File: src/rtl/intra_delay_scheduler.sv
// Shared target register fed by per-channel delayed writes ("val = #D data" / "val <= #D data").
// Data is captured at acceptance and applied D cycles later; when several writes land together, the most recent one wins.
module intra_delay_scheduler #(
    parameter int WIDTH = 32,
    parameter int N_CH  = 2,
    parameter int DEPTH = 4,
    parameter int DLY_W = 4
) (
    input  logic                       clk,
    input  logic                       rst_n,
    input  logic [N_CH-1:0]            req_valid,
    output logic [N_CH-1:0]            req_ready,
    input  logic [N_CH-1:0]            req_nb,
    input  logic [N_CH*DLY_W-1:0]      req_delay,
    input  logic [N_CH*WIDTH-1:0]      req_data,
    output logic [N_CH-1:0]            done,
    output logic [WIDTH-1:0]           val,
    output logic                       val_changed,
    output logic [$clog2(DEPTH+1)-1:0] pending,
    output logic [31:0]                now
);

    localparam int CH_W   = (N_CH > 1) ? $clog2(N_CH) : 1;
    localparam int SLOT_W = (DEPTH > 1) ? $clog2(DEPTH) : 1;
    localparam int AGE_W  = DLY_W + 1;
    localparam int PEND_W = $clog2(DEPTH + 1);
    localparam logic [AGE_W-1:0] AGE_MAX = '1;

    // Slot storage
    logic [DEPTH-1:0] slot_valid;
    logic [DEPTH-1:0] slot_nb;
    logic [WIDTH-1:0] slot_data [DEPTH];
    logic [DLY_W-1:0] slot_cnt  [DEPTH];
    logic [AGE_W-1:0] slot_age  [DEPTH];
    logic [CH_W-1:0]  slot_ch   [DEPTH];
    logic [N_CH-1:0]  blocked;

    logic              free_found;
    logic [SLOT_W-1:0] free_idx;

    logic              acc_fire;
    logic [CH_W-1:0]   acc_ch;
    logic              acc_nb;
    logic [DLY_W-1:0]  acc_cnt;
    logic [WIDTH-1:0]  acc_data;
    logic [N_CH-1:0]   acc_block;

    logic [DEPTH-1:0]  mature;
    logic              win_found;
    logic [SLOT_W-1:0] win_idx;
    logic [AGE_W-1:0]  win_age;
    logic [N_CH-1:0]   done_next;

    // NOTE: every variable assigned in always_comb gets a default first, so no path leaves it unassigned and no latch is inferred.
    always_comb begin
        free_found = 1'b0;
        free_idx   = '0;
        for (int k = 0; k < DEPTH; k++) begin
            if (!slot_valid[k] && !free_found) begin
                free_found = 1'b1;
                free_idx   = SLOT_W'(k);
            end
        end
    end

    // A lower channel that is valid and could be served takes the single acceptance for this edge.
    always_comb begin
        logic claimed;
        logic eligible;
        claimed   = 1'b0;
        eligible  = 1'b0;
        req_ready = '0;
        for (int i = 0; i < N_CH; i++) begin
            eligible     = rst_n && free_found && !blocked[i];
            req_ready[i] = eligible && !claimed;
            if (req_valid[i] && eligible) begin
                claimed = 1'b1;
            end
        end
    end

    always_comb begin
        acc_fire = 1'b0;
        acc_ch   = '0;
        acc_nb   = 1'b0;
        acc_cnt  = '0;
        acc_data = '0;
        for (int i = 0; i < N_CH; i++) begin
            if (req_valid[i] && req_ready[i]) begin
                acc_fire = 1'b1;
                acc_ch   = CH_W'(i);
                acc_nb   = req_nb[i];
                acc_cnt  = (req_delay[i*DLY_W +: DLY_W] == '0) ? DLY_W'(1)
                                                               : req_delay[i*DLY_W +: DLY_W];
                acc_data = req_data[i*WIDTH +: WIDTH];
            end
        end
    end

    // Last-write-wins: among maturing slots the youngest (smallest age) drives val.
    always_comb begin
        mature    = '0;
        win_found = 1'b0;
        win_idx   = '0;
        win_age   = '0;
        for (int k = 0; k < DEPTH; k++) begin
            mature[k] = slot_valid[k] && (slot_cnt[k] == DLY_W'(1));
            if (mature[k] && (!win_found || slot_age[k] < win_age)) begin
                win_found = 1'b1;
                win_idx   = SLOT_W'(k);
                win_age   = slot_age[k];
            end
        end
    end

    // Every maturing blocking slot releases its channel, even one that lost the collision.
    always_comb begin
        done_next = '0;
        acc_block = '0;
        for (int c = 0; c < N_CH; c++) begin
            acc_block[c] = acc_fire && !acc_nb && (acc_ch == CH_W'(c));
            for (int k = 0; k < DEPTH; k++) begin
                if (mature[k] && !slot_nb[k] && (slot_ch[k] == CH_W'(c))) begin
                    done_next[c] = 1'b1;
                end
            end
        end
    end

    always_comb begin
        pending = '0;
        for (int k = 0; k < DEPTH; k++) begin
            if (slot_valid[k]) begin
                pending = pending + PEND_W'(1);
            end
        end
    end

    // NOTE: sequential state uses non-blocking assignments so every register samples pre-edge values.
    always_ff @(posedge clk or negedge rst_n) begin
        if (!rst_n) begin
            slot_valid  <= '0;
            blocked     <= '0;
            done        <= '0;
            val         <= '0;
            val_changed <= 1'b0;
            now         <= '0;
        end else begin
            now <= now + 32'd1;
            for (int k = 0; k < DEPTH; k++) begin
                if (mature[k]) begin
                    slot_valid[k] <= 1'b0;
                end
            end
            // The free slot is never a maturing one, so the set cannot clash with a clear.
            if (acc_fire) begin
                slot_valid[free_idx] <= 1'b1;
            end
            blocked     <= (blocked & ~done_next) | acc_block;
            done        <= done_next;
            val_changed <= win_found && (slot_data[win_idx] != val);
            if (win_found) begin
                val <= slot_data[win_idx];
            end
        end
    end

    // NOTE: slot payload has no reset; slot_valid alone qualifies it, so the storage stays plain flops.
    always_ff @(posedge clk) begin
        for (int k = 0; k < DEPTH; k++) begin
            if (slot_valid[k] && slot_cnt[k] > DLY_W'(1)) begin
                slot_cnt[k] <= slot_cnt[k] - DLY_W'(1);
                slot_age[k] <= (slot_age[k] == AGE_MAX) ? slot_age[k] : slot_age[k] + AGE_W'(1);
            end
        end
        if (acc_fire) begin
            slot_data[free_idx] <= acc_data;
            slot_cnt[free_idx]  <= acc_cnt;
            slot_age[free_idx]  <= '0;
            slot_ch[free_idx]   <= acc_ch;
            slot_nb[free_idx]   <= acc_nb;
        end
    end

endmodule

File: config.mk
export PLATFORM = sky130hd
export DESIGN_NAME = intra_delay_scheduler
export DESIGN_NICKNAME = d
export VERILOG_FILES = /design/src/rtl/intra_delay_scheduler.sv
export SDC_FILE = /design/constraint.sdc
export NUM_CORES = 1
export LEC_CHECK = 0
export BUFFER_PORTS_ARGS = -buffer_cell sky130_fd_sc_hd__buf_2
export CORE_AREA = 5 5 136 203
export CTS_BUF_LIST = sky130_fd_sc_hd__clkbuf_4 sky130_fd_sc_hd__clkbuf_8
export CTS_CLUSTER_DIAMETER = 60
export DETAILED_ROUTE_END_ITERATION = 10
export DIE_AREA = 0 0 141 208
export HOLD_SLACK_MARGIN = 0.05
export SETUP_SLACK_MARGIN = 0.05
export SYNTH_ARGS = -nofsm -noshare
export SYNTH_HDL_FRONTEND = slang
export SYNTH_SLANG_ARGS = --single-unit
File: constraint.sdc
create_clock -name clk -period 7.4 [get_ports clk]
set_clock_uncertainty 0.1 [all_clocks]
set_input_delay 0.74 -clock clk [delete_from_list [all_inputs] [get_ports clk]]
set_output_delay 0.74 -clock clk [all_outputs]
set_load 0.1 [all_outputs]
# Yosys cells after proc, flatten, opt, wreduce, memory -nomap -nowiden
# Memory sizes are Yosys's and may differ from the RTL's.
# Cells that the tools add are included.
# word_totals
word_cells	170
ramBits	168
ff_bits	77
output_inout_bits	72
latchBits	0
mem_count	4
input_bits	78
romBits	0
# op_classes
reduce_logical	58
eq_ne	9
n_addsub	12
n_shift	0
mux	62
n_bitwise	9
multipliers	0
div	0
order_cmp	9
# memory_table
name	depth	width	rd	rd_clocked_by_memory_dff	write_ports	line	source
slot_data	4	32	1	0	1	32	logic [WIDTH-1:0] slot_data [DEPTH];
slot_age	4	5	4	0	5	34	logic [AGE_W-1:0] slot_age [DEPTH];
slot_cnt	4	4	4	0	5	33	logic [DLY_W-1:0] slot_cnt [DEPTH];
slot_ch	4	1	4	0	1	35	logic [CH_W-1:0] slot_ch [DEPTH];
# op_table
op	n
2-to-1 mux 32 bit	2
2-to-1 mux 1 bit	39
logical AND 1 bit	37
2-to-1 mux 5 bit	7
adder 32 x 1 -> 32 bit, second input constant	1
inequality test 32 bit	1
adder 5 x 1 -> 5 bit, second input constant	4
equality test 5 bit, second input constant	4
2-to-1 mux 4 bit	5
equality test 4 x 1 -> 1 bit, second input constant	4
greater-than comparator 4 x 1 -> 1 bit, second input constant	4
zero test 1 bit	16
subtractor 4 x 1 -> 4 bit, second input constant	4
less-than comparator 5 bit	3
adder 3 x 1 -> 3 bit, second input constant	3
2-to-1 mux 3 bit	3
zero test 4 bit	2
2-to-1 mux 2 bit	4
inverter 1 bit	5
bitwise mux 4 bit	1
bitwise OR 4 bit	1
logical OR 1 bit	3
less-than comparator 2 x 3 -> 1 bit, second input constant	1
bitwise AND 2 bit	1
4 further kinds	4

# Longest topological paths before layout
# depth
depth_word	21
ltp_mapped	34
mapped_depth_nobuf	29

# Worst setup path after synthesis
# OpenSTA, ideal clock, no wires.
# synth_path
kind	flip-flop to flip-flop
from	memory slot_cnt[0][1]
to	register val_changed
arrival_ns	6.125
required_time_ns	7.158
setup_ns	0.142
path_buffers	5
path_stages_with_launch	34
setup_slack_ns	1.033
synth_period_minus_slack_ns	6.367
cell_sequence	edfxtp_1 -> inv_1 -> ha_1 -> and4bb_1 -> buf_4 -> nand2_1 -> ha_1 -> a41oi_1 -> o21ai_0 -> o21a_1 -> nor2_1 -> clkbuf_1 -> nor2_1 -> a21oi_1 -> ha_1 -> o21ai_0 -> a21o_1 -> a22oi_1 -> and2_1 -> clkbuf_1 -> o21ai_0 -> ha_1 -> a21o_1 -> a21oi_1 -> o211ai_1 -> a21o_1 -> or2_1 -> buf_2 -> buf_6 -> a221oi_1 -> xnor2_1 -> nand4_1 -> nor4_1 -> a31oi_1
# synth_lines
element	line	source
start, declared	33	
end signal, assigned	161	val_changed <= win_found && (slot_data[win_idx] != val);
end, declared	18	output logic val_changed,

==> impl_metrics.py <==
metrics = {
    "synthesis": {
        "avgSynthCellArea_um2": 12.77,
        "synthMuxAreaShare_pct": 7.607,
        "yosys.area_share.adder_pct": 3.859,
        "ys_warn_count": 0,
        "synthCells": 889,
        "synth_compound_gate_area_share_pct": 9.978,
        "yosys.area_share.xor_xnor_pct": 6.560,
        "ys_ff_latch": 245,
        "synth_top_area_cell": "edfxtp_1",
        "synth_fp_nets": 1002,
        "synth_top_area_share_pct": 40.22,
        "yosys.area_share.simple_pct": 9.713,
        "synth_async_sr_flop_share_pct": 29.80,
        "synth_top_family_by_area": "compound AO/OA/AOI/OAI gates",
        "syn_area_um2": 11350,
        "synth-edff-count": 152,
        "ys.flop_type": "edfxtp_1",
        "synthTopCellsByArea": "edfxtp_1, dfrtp_1, xnor2_1, mux2i_1, ha_1",
        "ys_seq_area_share_pct": 59.85,
        "synth.distinct_cells": 49,
    },
    "global_route": {
        "grt_first_pass_wirelength_um": 44450,
        "grt_start_max_net_pins": 50,
        "grt_pass1_vias": 8033,
        "grt-ovfl-total": 0,
        "antenna_found_initial": 0,
        "grtUsageTotal_pct": 19.13,
    },
    "power": {
        "leakage_nw": 4.946,
        "sw_frac_of_total_pct": 20.20,
        "sequentialPowerShare_pct": 55.0,
        "p_clk_share_pct": 43.9,
        "internal_power_mw": 2.090,
        "power_density_nw_per_um2": 195.2,
        "ir_worst_vdd_v": 0.0001282,
        "p_comb_share_pct": 1.2,
        "totalPowerFinal_mw": 2.619,
        "p_sw_mw": 0.5291,
    },
    "setup_path": {
        "path_class": "register to register",
        "path_delay_family": "compound AO/OA/AOI/OAI gates",
        "crit_fanout": 19,
        "rrSetupSlack_ns": 0.69,
        "crit_arrival_ns": 6.98,
        "critPathSlowestCell": "edfxtp_1",
        "critPathMaxStageDelay_ns": 0.39,
        "crit_required_ns": 7.68,
        "worst_setup_path_end_kind": "register",
        "worstSetupStartpointType": "register",
        "crit_top_cell": "ha_1",
        "path_buf_inv": 2,
    },
    "detailed_routing": {
        "finalWirelength_um": 28240,
        "firstDrtPassIters": 5,
        "avgViaCountPerCell": 5.488,
        "routedWlPerCell_um": 20.01,
        "detail-route-antenna-nets": 0,
        "vias": 7743,
        "drc_errors": 0,
        "drt_iter0_markers": 380,
    },
    "clock_network": {
        "cts-root-buf": "clkbuf_8",
        "numCtsBuffers": 38,
        "cts_max_path_buffers": 3,
        "path_clk_slew_ns": 0.07,
        "clock-sinks": 245,
        "h-tree-depth": 2,
        "post_cts_buffers": 0,
        "cts_tree": "built",
        "insertion_delay_ns": 0.52,
    },
    "finish": {
        "area_growth_pct": 18.20,
        "final_common_cell": "edfxtp_1",
        "nets": 1163,
        "most-common-layout-cells": "edfxtp_1, buf_2, dfrtp_1",
        "final.fill_count": 2278,
        "drive_above_1_share_pct": 27.37,
        "antenna_cells": 0,
    },
    "timing": {
        "whs_ns": 0.3214,
        "tns_ns": 0,
        "rsz0062_at_grt": "no",
        "slew_headroom_pct": 27.34,
        "hold_viol_final": 0,
        "clock.fmax_mhz": 149.1,
        "finalCritPeriodShare_pct": 90.61,
        "finalMaxSlewViolations": 0,
        "setup_viol": 0,
        "finalCriticalPeriod_ns": 6.705,
        "tightest_slew_ns": 1.086,
    },
    "place": {
        "io_buffers": 149,
        "dp_hpwl_um": 19170,
        "gp_congestion": 0.8437,
    },
    "floorplan": {
        "die_h_um": 208,
        "io_pins": 150,
        "start_util_pct": 44.36,
        "dieArea_um2": 29330,
        "coreArea_um2": 25580,
        "rows": 72,
        "die_w_um": 141,
    },
    "job": {
        "cap_violations": 0,
    },
    "run_status": {
        "outcome": "completed",
    },
    "min_path": {
        "hold_path.class": "input port to register",
    },
}
[sequential cells by signal, summed over array words and instances (netlist names)]
| name | count |
|---|---|
| val_changed | 1 |
| slot_ch | 4 |
| now | 32 |
| slot_data | 128 |
| blocked | 2 |
| slot_age | 20 |
| done | 2 |
| val | 32 |
| slot_cnt | 16 |
| slot_valid | 4 |
| slot_nb | 4 |
[through the flow]
| step | instances | utilization [%] | setup WS, ns | area, um^2 |
|---|---|---|---|---|
| 3_3_place_gp | 1342 | 48.85 | 0.4134 | 12500 |
| 2_1_floorplan | 889 | - | 1.033 | 11350 |
| 3_5_place_dp | 1342 | 48.85 | 0.2539 | 12500 |
| 4_1_cts | 1411 | 51.92 | 0.2207 | 13280 |
| 6_report | 1411 | 52.43 | 0.6949 | 13410 |
| 5_1_grt | 1411 | 52.43 | 0.08095 | 13410 |
[logic make-up (layout without fill, tap and decap cells)]
kind of cell,count (synthesis),count (layout)
buf+inv,66,255
compound gates,160,160
mux,82,82
simple gates,216,216
fa+ha+maj,35,35
xor+xnor,85,85
flops,245,245
[synth_stat cells, types with 15 or more instances]
| library cell | number |
|---|---|
| nand3_1 | 21 |
| nand2_1 | 36 |
| xnor2_1 | 59 |
| a21oi_1 | 48 |
| o21ai_0 | 16 |
| dfrtp_1 | 73 |
| xor2_1 | 26 |
| edfxtp_1 | 152 |
| ha_1 | 35 |
| mux2i_1 | 48 |
| nor4_1 | 32 |
| mux2_2 | 34 |
| dfxtp_1 | 20 |
| inv_1 | 19 |
| a221oi_1 | 32 |
| nor2_1 | 61 |
| nor3_1 | 15 |
| a22o_1 | 34 |
| clkbuf_1 | 35 |
| nand4_1 | 19 |
[metal layers]
metal	routed length (um)	GRT usage, %	vias to the layer above
li1	-	-	3702
met1	11010	22.20	3772
met2	15070	35.43	221
met3	1413	3.469	48
met4	743	5.918	0
met5	0	0	-
[worst register-to-register path: cells and delay by family (launching register included)]
kind	cells	cell delay, ns
AOI/OAI and AO/OA	14	2.55
buffers and inverters	2	0.34
adders and majority gates	4	1.08
and+or+nand+nor	9	1.93
DFF	1	0.39
xor gates and xnor gates	1	0.16
[power groups by stage]
| stage | Sequential, mW | Clock [mW] | Combinational [mW] |
|---|---|---|---|
| 2_1_floorplan | 1.47 | 0 | 0.000819 |
| 3_5_place_dp | 1.47 | 0 | 0.0308 |
| 3_3_place_gp | 1.47 | 0 | 0.0302 |
| 6_report | 1.44 | 1.15 | 0.0305 |
| 5_1_grt | 1.44 | 1.24 | 0.0347 |
| 4_1_cts | 1.44 | 1.18 | 0.0313 |
[final timing paths]
path,start,endpoint,depth (start not counted)
worst max-delay path,slot_cnt[0][1],val_changed,30
worst min-delay path,req_nb[0],blocked[0],2
worst max register to register,slot_cnt[0][1],val_changed,30
worst min register to register,now[31],now[31],1
max in group asynchronous,rst_n,val[2],3
min in group asynchronous,rst_n,val[14],2
[repair_timing]
action	CTS	global route
setup endpoints to repair	0	1
gates resized for setup	0	23
endpoints found under the hold margin	6	0
hold buffers	1	0
[cell type report]
cell class	count	area (um^2)	area share, %
Clock buffer	57	690.7	5.149
Clock inverter	11	85.08	0.6343
Inverter	19	71.32	0.5317
Multi-Input combinational cell	578	4462	33.26
Sequential cell	245	6792	50.63
Tap cell	333	416.7	3.106
Timing Repair Buffer	168	897.1	6.688
Note: power is estimated with default switching activity, not from simulation.
